## config.mk

```make
export PLATFORM = sky130hd
export DESIGN_NAME = multicycle_control_fsm
export DESIGN_NICKNAME = d
export VERILOG_FILES = /design/src/rtl/multicycle_control_fsm.sv
export SDC_FILE = /design/constraint.sdc
export NUM_CORES = 1
export LEC_CHECK = 0
export ABC_AREA = 1
export BUFFER_PORTS_ARGS = -buffer_cell sky130_fd_sc_hd__clkbuf_2
export CORE_MARGIN = 1.5
export CORE_UTILIZATION = 45
export CTS_CLUSTER_SIZE = 25
export DETAILED_ROUTE_END_ITERATION = 10
export PLACE_DENSITY = 0.71
export SLEW_MARGIN = 20
export SYNTH_ARGS = -nofsm -noshare
export SYNTH_HDL_FRONTEND = slang
export SYNTH_SLANG_ARGS = --single-unit
```

## constraint.sdc

```tcl
create_clock -name clk -period 5.04 [get_ports clk]
set_clock_uncertainty 0.05 [all_clocks]
set_input_delay 1.008 -clock clk [delete_from_list [all_inputs] [get_ports clk]]
set_output_delay 1.008 -clock clk [all_outputs]
set_load 0.05 [all_outputs]
```

## src/rtl/multicycle_control_fsm.sv

```systemverilog
// Multicycle MIPS control unit: registered state, memory-ready wait states,
// illegal-opcode trap and a retired-instruction counter.
module multicycle_control_fsm #(
    parameter bit MEM_WAIT = 1'b1,
    parameter bit EXC_EN   = 1'b1,
    parameter int CNT_W    = 32
) (
    input  logic             clk,
    input  logic             rst_n,
    input  logic [5:0]       opcode,
    input  logic             mem_ready,
    output logic             pc_write,
    output logic             pc_write_cond,
    output logic             pc_write_cond_ne,
    output logic             iord,
    output logic             mem_read,
    output logic             mem_write,
    output logic             ir_write,
    output logic             mem_to_reg,
    output logic [1:0]       pc_source,
    output logic [1:0]       alu_op,
    output logic [1:0]       alu_src_b,
    output logic             alu_src_a,
    output logic             reg_write,
    output logic             reg_dst,
    output logic             epc_write,
    output logic             cause_write,
    output logic [3:0]       state,
    output logic             instr_done,
    output logic [CNT_W-1:0] instr_count
);

    localparam logic [5:0] OP_R    = 6'b000000;
    localparam logic [5:0] OP_LW   = 6'b100011;
    localparam logic [5:0] OP_SW   = 6'b101011;
    localparam logic [5:0] OP_BEQ  = 6'b000100;
    localparam logic [5:0] OP_BNE  = 6'b000101;
    localparam logic [5:0] OP_J    = 6'b000010;
    localparam logic [5:0] OP_ADDI = 6'b001000;

    localparam logic [1:0] PCSRC_ALUOUT = 2'b01;
    localparam logic [1:0] PCSRC_JUMP   = 2'b10;
    localparam logic [1:0] PCSRC_EXC    = 2'b11;
    localparam logic [1:0] ALU_SUB      = 2'b01;
    localparam logic [1:0] ALU_FUNCT    = 2'b10;
    localparam logic [1:0] SRCB_FOUR    = 2'b01;
    localparam logic [1:0] SRCB_IMM     = 2'b10;
    localparam logic [1:0] SRCB_IMM_SH2 = 2'b11;

    typedef enum logic [3:0] {
        S_FETCH  = 4'd0,
        S_DECODE = 4'd1,
        S_MEMADR = 4'd2,
        S_MEMRD  = 4'd3,
        S_MEMWB  = 4'd4,
        S_MEMWR  = 4'd5,
        S_EXEC   = 4'd6,
        S_ALUWB  = 4'd7,
        S_BEQ    = 4'd8,
        S_JUMP   = 4'd9,
        S_ADDIEX = 4'd10,
        S_ADDIWB = 4'd11,
        S_BNE    = 4'd12,
        S_EXC    = 4'd13
    } state_e;

    typedef struct packed {
        logic       pc_write;
        logic       pc_write_cond;
        logic       pc_write_cond_ne;
        logic       iord;
        logic       mem_read;
        logic       mem_write;
        logic       ir_write;
        logic       mem_to_reg;
        logic [1:0] pc_source;
        logic [1:0] alu_op;
        logic [1:0] alu_src_b;
        logic       alu_src_a;
        logic       reg_write;
        logic       reg_dst;
        logic       epc_write;
        logic       cause_write;
        logic       instr_done;
    } ctrl_t;

    function automatic logic op_legal(input logic [5:0] op);
        logic legal;
        case (op)
            OP_R, OP_LW, OP_SW, OP_BEQ, OP_BNE, OP_J, OP_ADDI: legal = 1'b1;
            default:                                           legal = 1'b0;
        endcase
        return legal;
    endfunction

    state_e           state_q, state_d;
    logic [CNT_W-1:0] count_q, count_d;
    ctrl_t            ctrl_s;
    ctrl_t            ctrl_gated_s;
    logic             ready_s;

    assign ready_s = mem_ready | ~MEM_WAIT;

    // Next-state selection; opcode is only consulted in DECODE and MEMADR.
    always_comb begin
        state_d = S_FETCH;
        case (state_q)
            S_FETCH: begin
                if (ready_s) state_d = S_DECODE;
                else         state_d = S_FETCH;
            end
            S_DECODE: begin
                case (opcode)
                    OP_LW, OP_SW: state_d = S_MEMADR;
                    OP_R:         state_d = S_EXEC;
                    OP_BEQ:       state_d = S_BEQ;
                    OP_J:         state_d = S_JUMP;
                    OP_ADDI:      state_d = S_ADDIEX;
                    OP_BNE:       state_d = S_BNE;
                    default: begin
                        if (EXC_EN) state_d = S_EXC;
                        else        state_d = S_FETCH;
                    end
                endcase
            end
            S_MEMADR: begin
                if (opcode == OP_SW) state_d = S_MEMWR;
                else                 state_d = S_MEMRD;
            end
            S_MEMRD: begin
                if (ready_s) state_d = S_MEMWB;
                else         state_d = S_MEMRD;
            end
            S_MEMWR: begin
                if (ready_s) state_d = S_FETCH;
                else         state_d = S_MEMWR;
            end
            S_EXEC:   state_d = S_ALUWB;
            S_ADDIEX: state_d = S_ADDIWB;
            S_MEMWB, S_ALUWB, S_BEQ, S_JUMP, S_ADDIWB, S_BNE, S_EXC: state_d = S_FETCH;
            default:  state_d = S_FETCH;
        endcase
    end

    // Control word decoded from the current state.
    always_comb begin
        ctrl_s = '0;
        case (state_q)
            S_FETCH: begin
                ctrl_s.mem_read  = 1'b1;
                ctrl_s.alu_src_b = SRCB_FOUR;
                if (ready_s) begin
                    ctrl_s.ir_write = 1'b1;
                    ctrl_s.pc_write = 1'b1;
                end else begin
                    ctrl_s.ir_write = 1'b0;
                    ctrl_s.pc_write = 1'b0;
                end
            end
            S_DECODE: begin
                ctrl_s.alu_src_b = SRCB_IMM_SH2;
                if (!op_legal(opcode) && !EXC_EN) ctrl_s.instr_done = 1'b1;
                else                              ctrl_s.instr_done = 1'b0;
            end
            S_MEMADR, S_ADDIEX: begin
                ctrl_s.alu_src_a = 1'b1;
                ctrl_s.alu_src_b = SRCB_IMM;
            end
            S_MEMRD: begin
                ctrl_s.mem_read = 1'b1;
                ctrl_s.iord     = 1'b1;
            end
            S_MEMWB: begin
                ctrl_s.reg_write  = 1'b1;
                ctrl_s.mem_to_reg = 1'b1;
                ctrl_s.instr_done = 1'b1;
            end
            S_MEMWR: begin
                ctrl_s.mem_write  = 1'b1;
                ctrl_s.iord       = 1'b1;
                ctrl_s.instr_done = ready_s;
            end
            S_EXEC: begin
                ctrl_s.alu_src_a = 1'b1;
                ctrl_s.alu_op    = ALU_FUNCT;
            end
            S_ALUWB: begin
                ctrl_s.reg_write  = 1'b1;
                ctrl_s.reg_dst    = 1'b1;
                ctrl_s.instr_done = 1'b1;
            end
            S_BEQ, S_BNE: begin
                ctrl_s.alu_src_a  = 1'b1;
                ctrl_s.alu_op     = ALU_SUB;
                ctrl_s.pc_source  = PCSRC_ALUOUT;
                ctrl_s.instr_done = 1'b1;
                if (state_q == S_BNE) ctrl_s.pc_write_cond_ne = 1'b1;
                else                  ctrl_s.pc_write_cond    = 1'b1;
            end
            S_JUMP: begin
                ctrl_s.pc_write   = 1'b1;
                ctrl_s.pc_source  = PCSRC_JUMP;
                ctrl_s.instr_done = 1'b1;
            end
            S_ADDIWB: begin
                ctrl_s.reg_write  = 1'b1;
                ctrl_s.instr_done = 1'b1;
            end
            S_EXC: begin
                ctrl_s.epc_write   = 1'b1;
                ctrl_s.cause_write = 1'b1;
                ctrl_s.pc_write    = 1'b1;
                ctrl_s.pc_source   = PCSRC_EXC;
                ctrl_s.instr_done  = 1'b1;
            end
            default: ctrl_s = '0;
        endcase
    end

    // Reset silences every control output, which also freezes the counter.
    always_comb begin
        if (rst_n) ctrl_gated_s = ctrl_s;
        else       ctrl_gated_s = '0;
        count_d = count_q + CNT_W'(ctrl_gated_s.instr_done);
    end

    // State and retired-instruction counter.
    always_ff @(posedge clk) begin
        if (!rst_n) begin
            state_q <= S_FETCH;
            count_q <= '0;
        end else begin
            state_q <= state_d;
            count_q <= count_d;
        end
    end

    assign pc_write         = ctrl_gated_s.pc_write;
    assign pc_write_cond    = ctrl_gated_s.pc_write_cond;
    assign pc_write_cond_ne = ctrl_gated_s.pc_write_cond_ne;
    assign iord             = ctrl_gated_s.iord;
    assign mem_read         = ctrl_gated_s.mem_read;
    assign mem_write        = ctrl_gated_s.mem_write;
    assign ir_write         = ctrl_gated_s.ir_write;
    assign mem_to_reg       = ctrl_gated_s.mem_to_reg;
    assign pc_source        = ctrl_gated_s.pc_source;
    assign alu_op           = ctrl_gated_s.alu_op;
    assign alu_src_b        = ctrl_gated_s.alu_src_b;
    assign alu_src_a        = ctrl_gated_s.alu_src_a;
    assign reg_write        = ctrl_gated_s.reg_write;
    assign reg_dst          = ctrl_gated_s.reg_dst;
    assign epc_write        = ctrl_gated_s.epc_write;
    assign cause_write      = ctrl_gated_s.cause_write;
    assign instr_done       = ctrl_gated_s.instr_done;
    assign state            = state_q;
    assign instr_count      = count_q;

endmodule

```

==> results.toml <==
[status]
status = "completed"

[synth]
synth_xor_xnor_area_share_pct = 1.924
ys_seq_elements = 36
synth_cell_types = 35
synthSimpleGateAreaFrac_pct = 43.76
synth_area_sq_um = 2276
yosysSeqAreaShare_pct = 31.67
synth_adder_area_share_pct = 1.100
synth.mux.area_fraction_pct = 0
synth_top_family_by_area = "simple AND/OR/NAND/NOR gates"
yosysTopAreaCellShare_pct = 31.67
synth_area_per_cell_sq_um = 6.322
ys_warn_count = 0
yosysTopAreaCell = "dfxtp_1"
synth_compound_area_share_pct = 12.26
synthTopCellsByArea = "dfxtp_1 32%, nand2_1 13%, nor2_1 11%, inv_1 7.1%, a21oi_1 6.4%"
syn_inst = 360
syn_nets = 371

[global_route]
grt_pass1_vias = 2190
grt_overflow_total = 0
grt_max_degree = 32
grt.total_usage_pct = 21.30
grt_antenna_before_repair = 0
grt_pass1_wl_um = 9294

[sta]
fin_crit_sh_pct = 75.83
finalHoldViolCount = 0
clock.fmax_mhz = 261.7
slew_viol_final = 0
slew-limit-headroom_pct = 37.83
fin_ws_ns = 1.218
fin_crit_ns = 3.822
tightest_slew_ns = 0.9316
finalSetupTns_ns = 0
setup_violations = 0
rsz0062_at_grt = "no"

[critical_path]
path_buf_inv = 4
critPathMaxStageDelay_ns = 0.54
critPathRequiredTime_ns = 3.98
crit_path_end = "pc_source[0]"
worstSetupStartpointType = "input pin"
r2r.worst_path.cells = 17
critPathMaxFanout = 31
arrival_ns = 2.76
reg2reg_to = "instr_count[18]"
path_class = "input pin to output port"
cp_top_family = "buffers and inverters"
crit_start = "rst_n"
endpoint_kind = "output port"
reg2reg_from = "state[2]"
cp.depth = 6
crit_chain = "clkbuf_2, inv_1, nor3_2, inv_1, o21ai_0, clkbuf_2"
worst_path_max_delay_cell = "inv_1"
regToRegSetupSlack_ns = 2.38

[finish]
fin_nets = 436
layout_common_cells = "80 x nand2_1, 66 x nor2_1, 64 x clkbuf_2, 43 x inv_1, 36 x dfxtp_1"
layout_commonest_cell = "nand2_1"
fill_cells = 477
multi_input_area_sq_um = 1344
synthToLayoutAreaGrowth_pct = 20.56
seqCellArea_sq_um = 720.7
diodes = 0
drive_above_1_share_pct = 24.18
instances_no_fill = 493

[floorplanning]
core-area_sq_um = 4786
dieArea_sq_um = 5493
fp.dieW_um = 74.12
start_util_pct = 47.56
die_y_um = 74.12
ios = 65
rows = 25

[clock_tree]
clk_pin_slew_worst_paths_ns = 0.07
post_cts.repair.setup_buffers = 0
cts_tree = "yes"
clk_latency_ns = 0.29
numCtsBuffers = 5
cts_sinks = 36
htreeDepth = 2
post_cts_resized = 0
cts_hold_buf = 0
cts-root-buf = "clkbuf_8"
clockBufferDepth = 2

[routing]
drt-vias-per-instance = 4.992
dr.pass1.iters = 4
drt-initial-drc-count = 117
drc = 0
antenna_left = 0
wire_per_inst_um = 11.64
routed_wl_um = 5738
num_vias = 2461

[place]
dp.cells = 485
gp_congestion = 0.8576
place_hpwl_um = 4415
pre_cts_ws_ns = 1.210
port_buffers = 64

[power_and_ir_drop]
leakagePower_uw = 0.001273
peakVddDrop_uv = 147.3
pwr_density_cell_nw_per_um2 = 229.2

[min_path]
hp-class = "register to register"
hold_start = "instr_count[31]"

[flow_run]
drv_cap = 0
## stage by stage
step / total power (uW) / utilization [%] / area (sq um) / hold WS (ns)
2_1_floorplan: 393.4 / - / 2276 / 0.6365
3_3_place_gp: 420.0 / 55.45 / 2654 / 0.4197
3_5_place_dp: 420.3 / 55.45 / 2654 / 0.4212
4_1_cts: 629.1 / 57.33 / 2744 / 0.4326
5_1_grt: 647.8 / 57.33 / 2744 / 0.4731
6_report: 628.9 / 57.33 / 2744 / 0.4285
## sequential cells by signal (all words and copies together) (netlist names)
register     flops
instr_count     32
state            4
## tightest hold or removal path: stages, from the launching register on
cell     delay, ns
dfxtp_1       0.32
nand2_1       0.06
a21oi_1       0.05
## worst min-delay path by stage
stage                                  to  depth (start not counted)
after floorplan           instr_count[31]                          2
after global placement    instr_count[31]                          2
after CTS                 instr_count[31]                          2
after global routing      instr_count[31]                          2
final                     instr_count[31]                          2
after detailed placement  instr_count[31]                          2
## power breakdown
group          total (uW)  switching [uW]  internal (uW)
sequential            297            8.19            289
combinational         118            91.3           26.6
clock                 214             103            112
total                 629             202            427
## Yosys cell counts
master / instances
nor2_2: 7
nor2_8: 1
nand3_1: 19
nand2_2: 6
o22ai_1: 1
xor2_1: 4
a31oi_1: 1
a21oi_1: 29
nand3b_1: 4
inv_1: 43
inv_2: 5
a21oi_2: 1
nor3_1: 7
nand2_1: 80
buf_4: 1
nand2_4: 1
o21ai_0: 13
nor2_1: 66
dfxtp_1: 36
clkinv_2: 1
nor3b_1: 1
nand3_2: 1
ha_1: 2
o21bai_1: 2
nand4_1: 6
o21ai_1: 1
xnor2_1: 1
nand4_2: 1
o211ai_2: 1
and3_1: 2
nor4_1: 1
clkbuf_1: 5
o21a_1: 2
nor3_2: 1
nor2_4: 7
## cell type report
cell class                 instances  share of cell area, %
sequential                        36                  26.27
tap                               67                  3.055
clock buffer                       8                  3.283
timing repair buffer              64                  11.67
inverter                          49                  6.749
multi-input combinational        269                  48.97
## layer usage
layer | track usage (%) | up-vias | part of all wire (%)
li1 | - | 1282 | -
met1 | 26.69 | 1095 | 46
met2 | 37.60 | 77 | 47
met3 | 3.794 | 7 | 5.3
met4 | 5.350 | 0 | 1.1
met5 | 0 | - | 0
## cells by family (layout without fill, tap and decap cells)
group                      after synthesis  in the layout
DFF                                     36             36
xor gates and xnor gates                 5              5
and+or+nand+nor                        211            211
buffers and inverters                   55            121
AOI/OAI and AO/OA                       51             51
adders and majority gates                2              2
Note: power is estimated with default switching activity, not from simulation.
